## src/rtl/hazard_ctrl.sv

```systemverilog
// Pipeline hazard controller: EX forwarding, load-use stall,
// branch flush, multi-cycle EX FSM and a saturating stall counter.
module hazard_ctrl #(
  parameter int REG_AW = 5,
  parameter int MC_LAT = 4,
  parameter int SCNT_W = 16
) (
  input  logic              clk,
  input  logic              rst,
  input  logic [REG_AW-1:0] Rs1D,
  input  logic [REG_AW-1:0] Rs2D,
  input  logic [REG_AW-1:0] Rs1E,
  input  logic [REG_AW-1:0] Rs2E,
  input  logic [REG_AW-1:0] RdE,
  input  logic [REG_AW-1:0] RdM,
  input  logic [REG_AW-1:0] RdW,
  input  logic              RegWriteM,
  input  logic              RegWriteW,
  input  logic              LoadE,
  input  logic              MultiCycE,
  input  logic              PCSrcE,
  output logic [1:0]        ForwardAE,
  output logic [1:0]        ForwardBE,
  output logic              StallF,
  output logic              StallD,
  output logic              StallE,
  output logic              FlushD,
  output logic              FlushE,
  output logic              FlushM,
  output logic              McBusy,
  output logic [SCNT_W-1:0] StallCnt
);

  typedef enum logic {IDLE, BUSY} state_t;

  localparam int CW = (MC_LAT > 2) ? $clog2(MC_LAT) : 1;
  localparam logic MC_EN = (MC_LAT > 1);
  localparam logic [CW-1:0] CNT_INIT =
    (MC_LAT > 1) ? CW'(MC_LAT - 2) : '0;

  state_t            r_state;
  state_t            w_state_nxt;
  logic [CW-1:0]     r_cnt;
  logic [CW-1:0]     w_cnt_nxt;
  logic [SCNT_W-1:0] r_scnt;
  logic              w_mc_stall;
  logic              w_lw_stall;
  logic              w_br_taken;
  logic              w_stall_fd;
  logic              w_mem_a;
  logic              w_wb_a;
  logic              w_mem_b;
  logic              w_wb_b;

  assign w_mem_a = RegWriteM && (RdM != '0) && (RdM == Rs1E);
  assign w_wb_a  = RegWriteW && (RdW != '0) && (RdW == Rs1E);
  assign w_mem_b = RegWriteM && (RdM != '0) && (RdM == Rs2E);
  assign w_wb_b  = RegWriteW && (RdW != '0) && (RdW == Rs2E);

  // Operand A select, MEM result beats WB result
  always_comb begin
    ForwardAE = 2'b00;
    priority case (1'b1)
      w_mem_a: ForwardAE = 2'b10;
      w_wb_a:  ForwardAE = 2'b01;
      default: ForwardAE = 2'b00;
    endcase
  end

  // Operand B select, same priority as A
  always_comb begin
    ForwardBE = 2'b00;
    priority case (1'b1)
      w_mem_b: ForwardBE = 2'b10;
      w_wb_b:  ForwardBE = 2'b01;
      default: ForwardBE = 2'b00;
    endcase
  end

  assign w_lw_stall = LoadE && (RdE != '0) &&
                      ((RdE == Rs1D) || (RdE == Rs2D));

  // Multi-cycle FSM next state; a taken branch kills the op in IDLE
  always_comb begin
    w_state_nxt = r_state;
    w_cnt_nxt   = r_cnt;
    w_mc_stall  = 1'b0;
    unique case (r_state)
      IDLE: begin
        if (MultiCycE && !PCSrcE && MC_EN) begin
          w_state_nxt = BUSY;
          w_cnt_nxt   = CNT_INIT;
          w_mc_stall  = 1'b1;
        end
      end
      BUSY: begin
        if (r_cnt != '0) begin
          w_cnt_nxt  = r_cnt - CW'(1);
          w_mc_stall = 1'b1;
        end else begin
          w_state_nxt = IDLE;
        end
      end
    endcase
  end

  // FSM state and remaining-cycle counter
  always_ff @(posedge clk or negedge rst) begin
    if (!rst) begin
      r_state <= IDLE;
      r_cnt   <= '0;
    end else begin
      r_state <= w_state_nxt;
      r_cnt   <= w_cnt_nxt;
    end
  end

  assign McBusy     = (r_state == BUSY);
  assign w_br_taken = PCSrcE && !McBusy;
  assign w_stall_fd = w_lw_stall || w_mc_stall;

  assign StallF = w_stall_fd;
  assign StallD = w_stall_fd;
  assign StallE = w_mc_stall;
  assign FlushD = w_br_taken;
  assign FlushE = w_br_taken || (w_lw_stall && !w_mc_stall);
  assign FlushM = w_mc_stall;

  // Stall-cycle counter, sticks at all-ones
  always_ff @(posedge clk or negedge rst) begin
    if (!rst) begin
      r_scnt <= '0;
    end else if (w_stall_fd && (r_scnt != '1)) begin
      r_scnt <= r_scnt + SCNT_W'(1);
    end
  end

  assign StallCnt = r_scnt;

endmodule
```

## config.mk

```make
export PLATFORM = sky130hd
export DESIGN_NAME = hazard_ctrl
export DESIGN_NICKNAME = d
export VERILOG_FILES = /design/src/rtl/hazard_ctrl.sv
export SDC_FILE = /design/constraint.sdc
export NUM_CORES = 1
export LEC_CHECK = 0
export BUFFER_PORTS_ARGS = -buffer_cell sky130_fd_sc_hd__buf_2
export CAP_MARGIN = 10
export CORE_MARGIN = 1
export CORE_UTILIZATION = 46
export CTS_CLUSTER_SIZE = 28
export DETAILED_ROUTE_END_ITERATION = 7
export PLACE_DENSITY_LB_ADDON = 0.3
export SLEW_MARGIN = 15
export SYNTH_ARGS = -nofsm -noshare
export SYNTH_HDL_FRONTEND = slang
export SYNTH_SLANG_ARGS = --single-unit
```

## constraint.sdc

```tcl
create_clock -name clk -period 2.5 [get_ports clk]
set_input_delay 0.25 -clock clk [delete_from_list [all_inputs] [get_ports clk]]
set_output_delay 0.25 -clock clk [all_outputs]
set_load 0.05 [all_outputs]
```

==> impl_metrics.py, run 1 <==
metrics = {
    "run_status": {
        "status": "finished with violations",
        "violations": "design-rule violations",
    },
    "clock_tree": {
        "ctsLongestPathBuffers": 2,
        "clockRootBuffer": "clkbuf_4",
        "cts_tree": "yes",
        "htreeDepth": 1,
        "clock_sinks": 19,
        "cts.clk_slew.worst_paths_ns": 0.11,
        "cts_made_buffers": 3,
        "clock_latency_ns": 0.30,
    },
    "detailed_routing": {
        "drt-total-wl_um": 3264,
        "ant_nets": 0,
        "num_vias": 1301,
        "wl_per_cell_um": 13.54,
        "drc_errors": 10,
        "drt_pass1_iterations": 6,
        "drtIter0Drc": 60,
        "routed_via_density": 5.398,
    },
    "synth": {
        "syn_area_per_cell_um2": 9.983,
        "syn-num-nets": 186,
        "ys_seq_area_frac": 0.3354,
        "yosys-top-cells-count": "xor2_1, xnor2_1, dfrtp_1",
        "synth_area_um2": 1418,
        "synth_area_leader_cell": "dfrtp_1",
        "synthMostInstantiatedCell": "xor2_1",
        "yosys_warnings": 0,
        "synth_top_area_frac": 0.3354,
        "synth_cells": 142,
        "synth_edf_count": 0,
        "ys_seq_elements": 19,
        "async_reset_ff_frac": 1.000,
        "ys.flop_type": "dfrtp_1",
        "synth_cell_types": 36,
        "yosys-top-cells-area": "dfrtp_1, xor2_1, xnor2_1",
    },
    "power_and_ir_drop": {
        "seq_power_share": 0.299,
        "fin_total_pwr_mw": 1.702,
        "peakVddDrop_mv": 0.6674,
        "swShare": 0.5668,
        "combPwrFrac": 0.611,
        "p_per_area_nw_per_um2": 942.5,
        "power_switching_uw": 964.6,
        "power_leakage_nw": 0.8722,
        "pwr-share-clk": 0.090,
        "internal-power_uw": 737.1,
    },
    "setup_path": {
        "worst-r2r-cell-count": 7,
        "worst_ep_required_time_ns": 2.69,
        "critPathTopFamily": "compound AO/OA/AOI/OAI gates",
        "crit_buf_inv": 2,
        "startpoint_type": "flop",
        "crit_chain": "inv_1 > ha_1 > nor2b_1 > a21oi_2 > inv_1 > o21ai_2 > mux2_1",
        "r2r-end": "StallCnt[1]$_DFFE_PN0P_",
        "critPathKind": "reg2reg",
        "rrSetupSlack_ns": 0.34,
        "critPathArrivalTime_ns": 2.35,
        "cp_max_fo": 14,
        "worstReg2RegStart": "r_cnt[0]$_DFFE_PN0P_",
        "end_kind": "flop",
        "max_stage_delay_ns": 0.64,
        "crit_path_frequent_cell": "inv_1",
        "slowest_stage": "o21ai_2",
    },
    "timing": {
        "hold_ws_ns": 0.3640,
        "finalSetupViolations": 0,
        "finalCritPeriodShare": 0.8648,
        "min_period_ns": 2.162,
        "fin_tns_setup_ns": 0,
        "finalMaxSlewViolations": 0,
        "tightest_slew_ns": 0.7487,
        "rsz0062_at_grt": "no",
        "max_freq_ghz": 0.4625,
        "skew_ns": 0.01116,
        "hold_viol_final": 0,
        "slew_headroom": 0.5008,
    },
    "finish": {
        "fill_cells": 260,
        "area_delta_synth_final_pct": 27.36,
        "fin_util": 0.6382,
        "nets": 255,
        "layout.cells.non_filler": 241,
        "drive_above_1_share": 0.4333,
        "antennaDiodeCount": 0,
    },
    "floorplan": {
        "placementRows": 19,
        "dieArea_um2": 3308,
        "die_width_um": 57.52,
        "start_util": 0.5011,
        "die_y_um": 57.52,
        "core_um2": 2829,
        "io_pins": 69,
    },
    "grt": {
        "busiest_layer": "met2",
        "grtUsageMet1": 0.2543,
        "grt_pass1_wl_um": 5457,
        "antenna_found_initial": 0,
        "grt_overflow": 0,
        "grt_max_degree": 20,
        "grt.total_usage": 0.2049,
        "grt_pass1_vias": 1298,
        "met2_usage": 0.3771,
        "met3_usage": 0.02268,
    },
    "min_path": {
        "holdPathStages": 3,
        "hold_end": "McBusy$_DFF_PN0_",
        "hold_class": "in2reg",
        "hp-start": "MultiCycE",
    },
    "job": {
        "maxCapViolations": 0,
    },
    "placement": {
        "placed_cells": 236,
        "port-buffer-count": 68,
        "gp_congestion": 0.9461,
        "dp_hpwl_um": 2633,
    },
}
[worst min-delay path: cells and delay by family]
family	cells	cell delay (ns)
buf+inv	2	0.27
compound gates	1	0.08
[what timing repair did]
item / 4_1_cts / 5_1_grt
buffers inserted: 0 / 0
resized for setup: 0 / 0
hold endpoints to repair: 19 / 0
hold buffers: 1 / 0
[how the worst max path moves through the flow]
stage / start / end / cells past startpoint
3_3_place_gp: RdM[1] / ForwardBE[0] / 6
3_5_place_dp: r_cnt[0]$_DFFE_PN0P_ / StallCnt[1]$_DFFE_PN0P_ / 7
2_1_floorplan: McBusy$_DFF_PN0_ / StallCnt[12]$_DFFE_PN0P_ / 6
4_1_cts: r_cnt[0]$_DFFE_PN0P_ / StallCnt[1]$_DFFE_PN0P_ / 7
5_1_grt: r_cnt[0]$_DFFE_PN0P_ / StallCnt[9]$_DFFE_PN0P_ / 8
6_report: r_cnt[0]$_DFFE_PN0P_ / StallCnt[1]$_DFFE_PN0P_ / 7
[per-layer routing]
layer | up-vias | part of all wire
li1 | 632 | -
met5 | - | 0
met2 | 56 | 0.49
met1 | 609 | 0.42
met4 | 0 | 0.0067
met3 | 4 | 0.085
[state kept, by name, summed over array words and instances, names as in the netlist]
name,count
McBusy,1
StallCnt,16
r_cnt,2
[cell families (layout without fill, tap and decap cells)]
group,after synthesis,count (layout),share of synthesized area
xor gates and xnor gates,43,43,0.2657
DFF,19,19,0.3354
and+or+nand+nor,50,50,0.2374
adders and majority gates,2,2,0.01765
AOI/OAI and AO/OA,12,12,0.06972
muxes,3,3,0.02383
buffers and inverters,13,81,0.05031
[area by class of cell]
cell class                 instances  area (um2)  area share
clock buffer                       3       22.52     0.01247
clock inverter                     1       5.005    0.002772
inverter                           8       30.03     0.01663
multi-input combinational        110       883.3      0.4893
sequential                        19       475.5      0.2633
tap                               31       38.79     0.02148
timing repair buffer              69       350.3      0.1940
[placed cells by master, fill, tap and decap left out, types with 3 or more instances in the layout]
master and count:
nor3_2 4, inv_1 8, nor3_1 5, nor4_2 3, clkbuf_4 3, xnor2_1 21, nand3_1 8, nor2_1 6
dfrtp_1 19, buf_2 68, or4_1 4, xor2_1 22, nand2_1 6
[power by group through the flow]
stage / Sequential, mW / Clock [mW] / Combinational, mW
floorplan: 0.754 / 0 / 0.590
global placement: 0.505 / 0 / 1.02
detailed placement: 0.514 / 0 / 1.05
CTS: 0.509 / 0.157 / 1.05
global route: 0.525 / 0.172 / 1.11
finish: 0.509 / 0.153 / 1.04
[through the flow]
stage	setup WS [ns]	area [um2]
finish	0.3379	1805
global route	0.1697	1805
CTS	0.3290	1805
detailed placement	0.3512	1768
global placement	0.4359	1768
floorplan	0.1706	1430
Power figures use the tool's default switching activity.
==> inputs of run 2 (changes only) <==
Settings changed: BUFFER_PORTS_ARGS -buffer_cell sky130_fd_sc_hd__buf_2 to -buffer_cell sky130_fd_sc_hd__buf_4.
==> impl_metrics.py, run 2 (same netlist as run 1, synthesis figures left out) <==
metrics = {
    "timing": {
        "hold_viol_final": 0,
        "finalMaxSlewViolations": 0,
        "rsz0062_at_grt": "no",
        "slew_headroom": 0.5027,
        "tightest_slew_ns": 0.7459,
        "hold_ws_ns": 0.3434,
        "fin_tns_setup_ns": 0,
        "skew_ns": 0.004506,
        "min_period_ns": 2.103,
        "max_freq_ghz": 0.4755,
        "finalSetupViolations": 0,
        "finalCritPeriodShare": 0.8413,
    },
    "setup_path": {
        "startpoint_type": "input pin",
        "end_kind": "output port",
        "critPathArrivalTime_ns": 1.85,
        "cp_max_fo": 3,
        "worst_ep_required_time_ns": 2.25,
        "critPathKind": "in2out",
    },
    "floorplan": {
        "io_pins": 69,
        "placementRows": 19,
        "core_um2": 2829,
        "dieArea_um2": 3308,
        "die_width_um": 57.52,
        "die_y_um": 57.52,
        "start_util": 0.5011,
    },
    "clock_tree": {
        "hold_buffers": 1,
        "clockRootBuffer": "clkbuf_4",
        "cts_tree": "yes",
        "htreeDepth": 1,
        "clock_sinks": 19,
        "cts_made_buffers": 3,
        "clock_latency_ns": 0.29,
        "ctsLongestPathBuffers": 2,
        "cts_setup_buffers": 0,
        "ctsResizeCount": 0,
        "cts.clk_slew.worst_paths_ns": 0.10,
    },
    "grt": {
        "grt_pass1_vias": 1285,
        "met2_usage": 0.3721,
        "grtUsageMet1": 0.2795,
        "grt_pass1_wl_um": 5658,
        "antenna_found_initial": 0,
        "grt.total_usage": 0.2180,
        "met3_usage": 0.04308,
        "grt_max_degree": 20,
        "grt_overflow": 0,
        "busiest_layer": "met2",
    },
    "power_and_ir_drop": {
        "pwr-share-clk": 0.085,
        "power_leakage_nw": 0.9206,
        "internal-power_uw": 829.9,
        "seq_power_share": 0.285,
        "combPwrFrac": 0.630,
        "p_per_area_nw_per_um2": 906.1,
        "fin_total_pwr_mw": 1.789,
        "power_switching_uw": 959.1,
        "peakVddDrop_mv": 0.6765,
        "swShare": 0.5361,
    },
    "run_status": {
        "violations": "design-rule violations",
        "status": "finished with violations",
    },
    "detailed_routing": {
        "num_vias": 1280,
        "drtIter0Drc": 59,
        "drt_pass1_iterations": 6,
        "ant_nets": 0,
        "wl_per_cell_um": 13.98,
        "drc_errors": 10,
        "routed_via_density": 5.311,
        "drt-total-wl_um": 3370,
    },
    "placement": {
        "dp_hpwl_um": 2770,
        "place_area_um2": 1938,
        "port-buffer-count": 68,
        "gp_congestion": 0.9423,
    },
    "finish": {
        "nets": 255,
        "mostFrequentLayoutCells": "buf_4, xor2_1, xnor2_1",
        "drive_above_1_share": 0.4286,
        "antennaDiodeCount": 0,
        "design_area_um2": 1974,
        "largest_reg_flops": 16,
        "area_delta_synth_final_pct": 39.28,
        "fin_util": 0.6979,
        "layout_commonest_cell": "buf_4",
    },
    "min_path": {
        "hold_class": "in2async",
    },
    "job": {
        "maxCapViolations": 0,
    },
}
==> run 2: cell types whose count changed in the layout (fill, tap and decap cells not counted) <==
cell,change
buf_2,-68
buf_4,+68
clkbuf_1,+1
clkinv_2,-1
==> run 2: layer usage <==
| layer | routed length, um | up-vias |
|---|---|---|
| met5 | 0 | - |
| met4 | 0 | 0 |
| met3 | 342 | 0 |
| met2 | 1633 | 63 |
| met1 | 1393 | 587 |
| li1 | - | 630 |
==> run 2: cell type report <==
type / count / area (um2)
multi-input combinational: 110 / 883.3
fill: 224 / 854.6
timing repair buffer: 69 / 520.5
sequential: 19 / 475.5
tap: 31 / 38.79
inverter: 8 / 30.03
clock buffer: 4 / 26.28
==> run 2: worst paths after layout <==
| check | startpoint | endpoint | slack (ns) | depth (start not counted) |
|---|---|---|---|---|
| worst max-delay path | RdM[1] | ForwardBE[0] | 0.40 | 6 |
| worst min-delay path | rst | StallCnt[2]$_DFFE_PN0P_ | 0.34 | 2 |
| worst max register to register | r_cnt[0]$_DFFE_PN0P_ | StallCnt[1]$_DFFE_PN0P_ | 0.40 | 7 |
| worst min register to register | StallCnt[9]$_DFFE_PN0P_ | StallCnt[9]$_DFFE_PN0P_ | 0.52 | 1 |
| max in group asynchronous | rst | StallCnt[13]$_DFFE_PN0P_ | 1.95 | 2 |
| min in group clk | MultiCycE | McBusy$_DFF_PN0_ | 0.35 | 3 |
==> run 2: metrics by stage <==
step,worst slack (ns),instances
5_1_grt,0.2160,241
6_report,0.3968,241
3_3_place_gp,0.4779,236
3_5_place_dp,0.3820,236
2_1_floorplan,0.1706,142
4_1_cts,0.3777,241
==> run 2: critical path, cell delays in order <==
cell and delay (ns):
buf_4 0.13, or4_1 0.50, o21ai_0 0.28, nor4_1 0.15, nor4_2 0.30, buf_4 0.24
==> run 2: power groups by stage <==
| stage | combinational (mW) | sequential, mW | clock [mW] |
|---|---|---|---|
| floorplan | 0.590 | 0.754 | 0 |
| global placement | 1.11 | 0.508 | 0 |
| detailed placement | 1.14 | 0.516 | 0 |
| CTS | 1.14 | 0.512 | 0.159 |
| global route | 1.20 | 0.528 | 0.178 |
| finish | 1.13 | 0.511 | 0.151 |
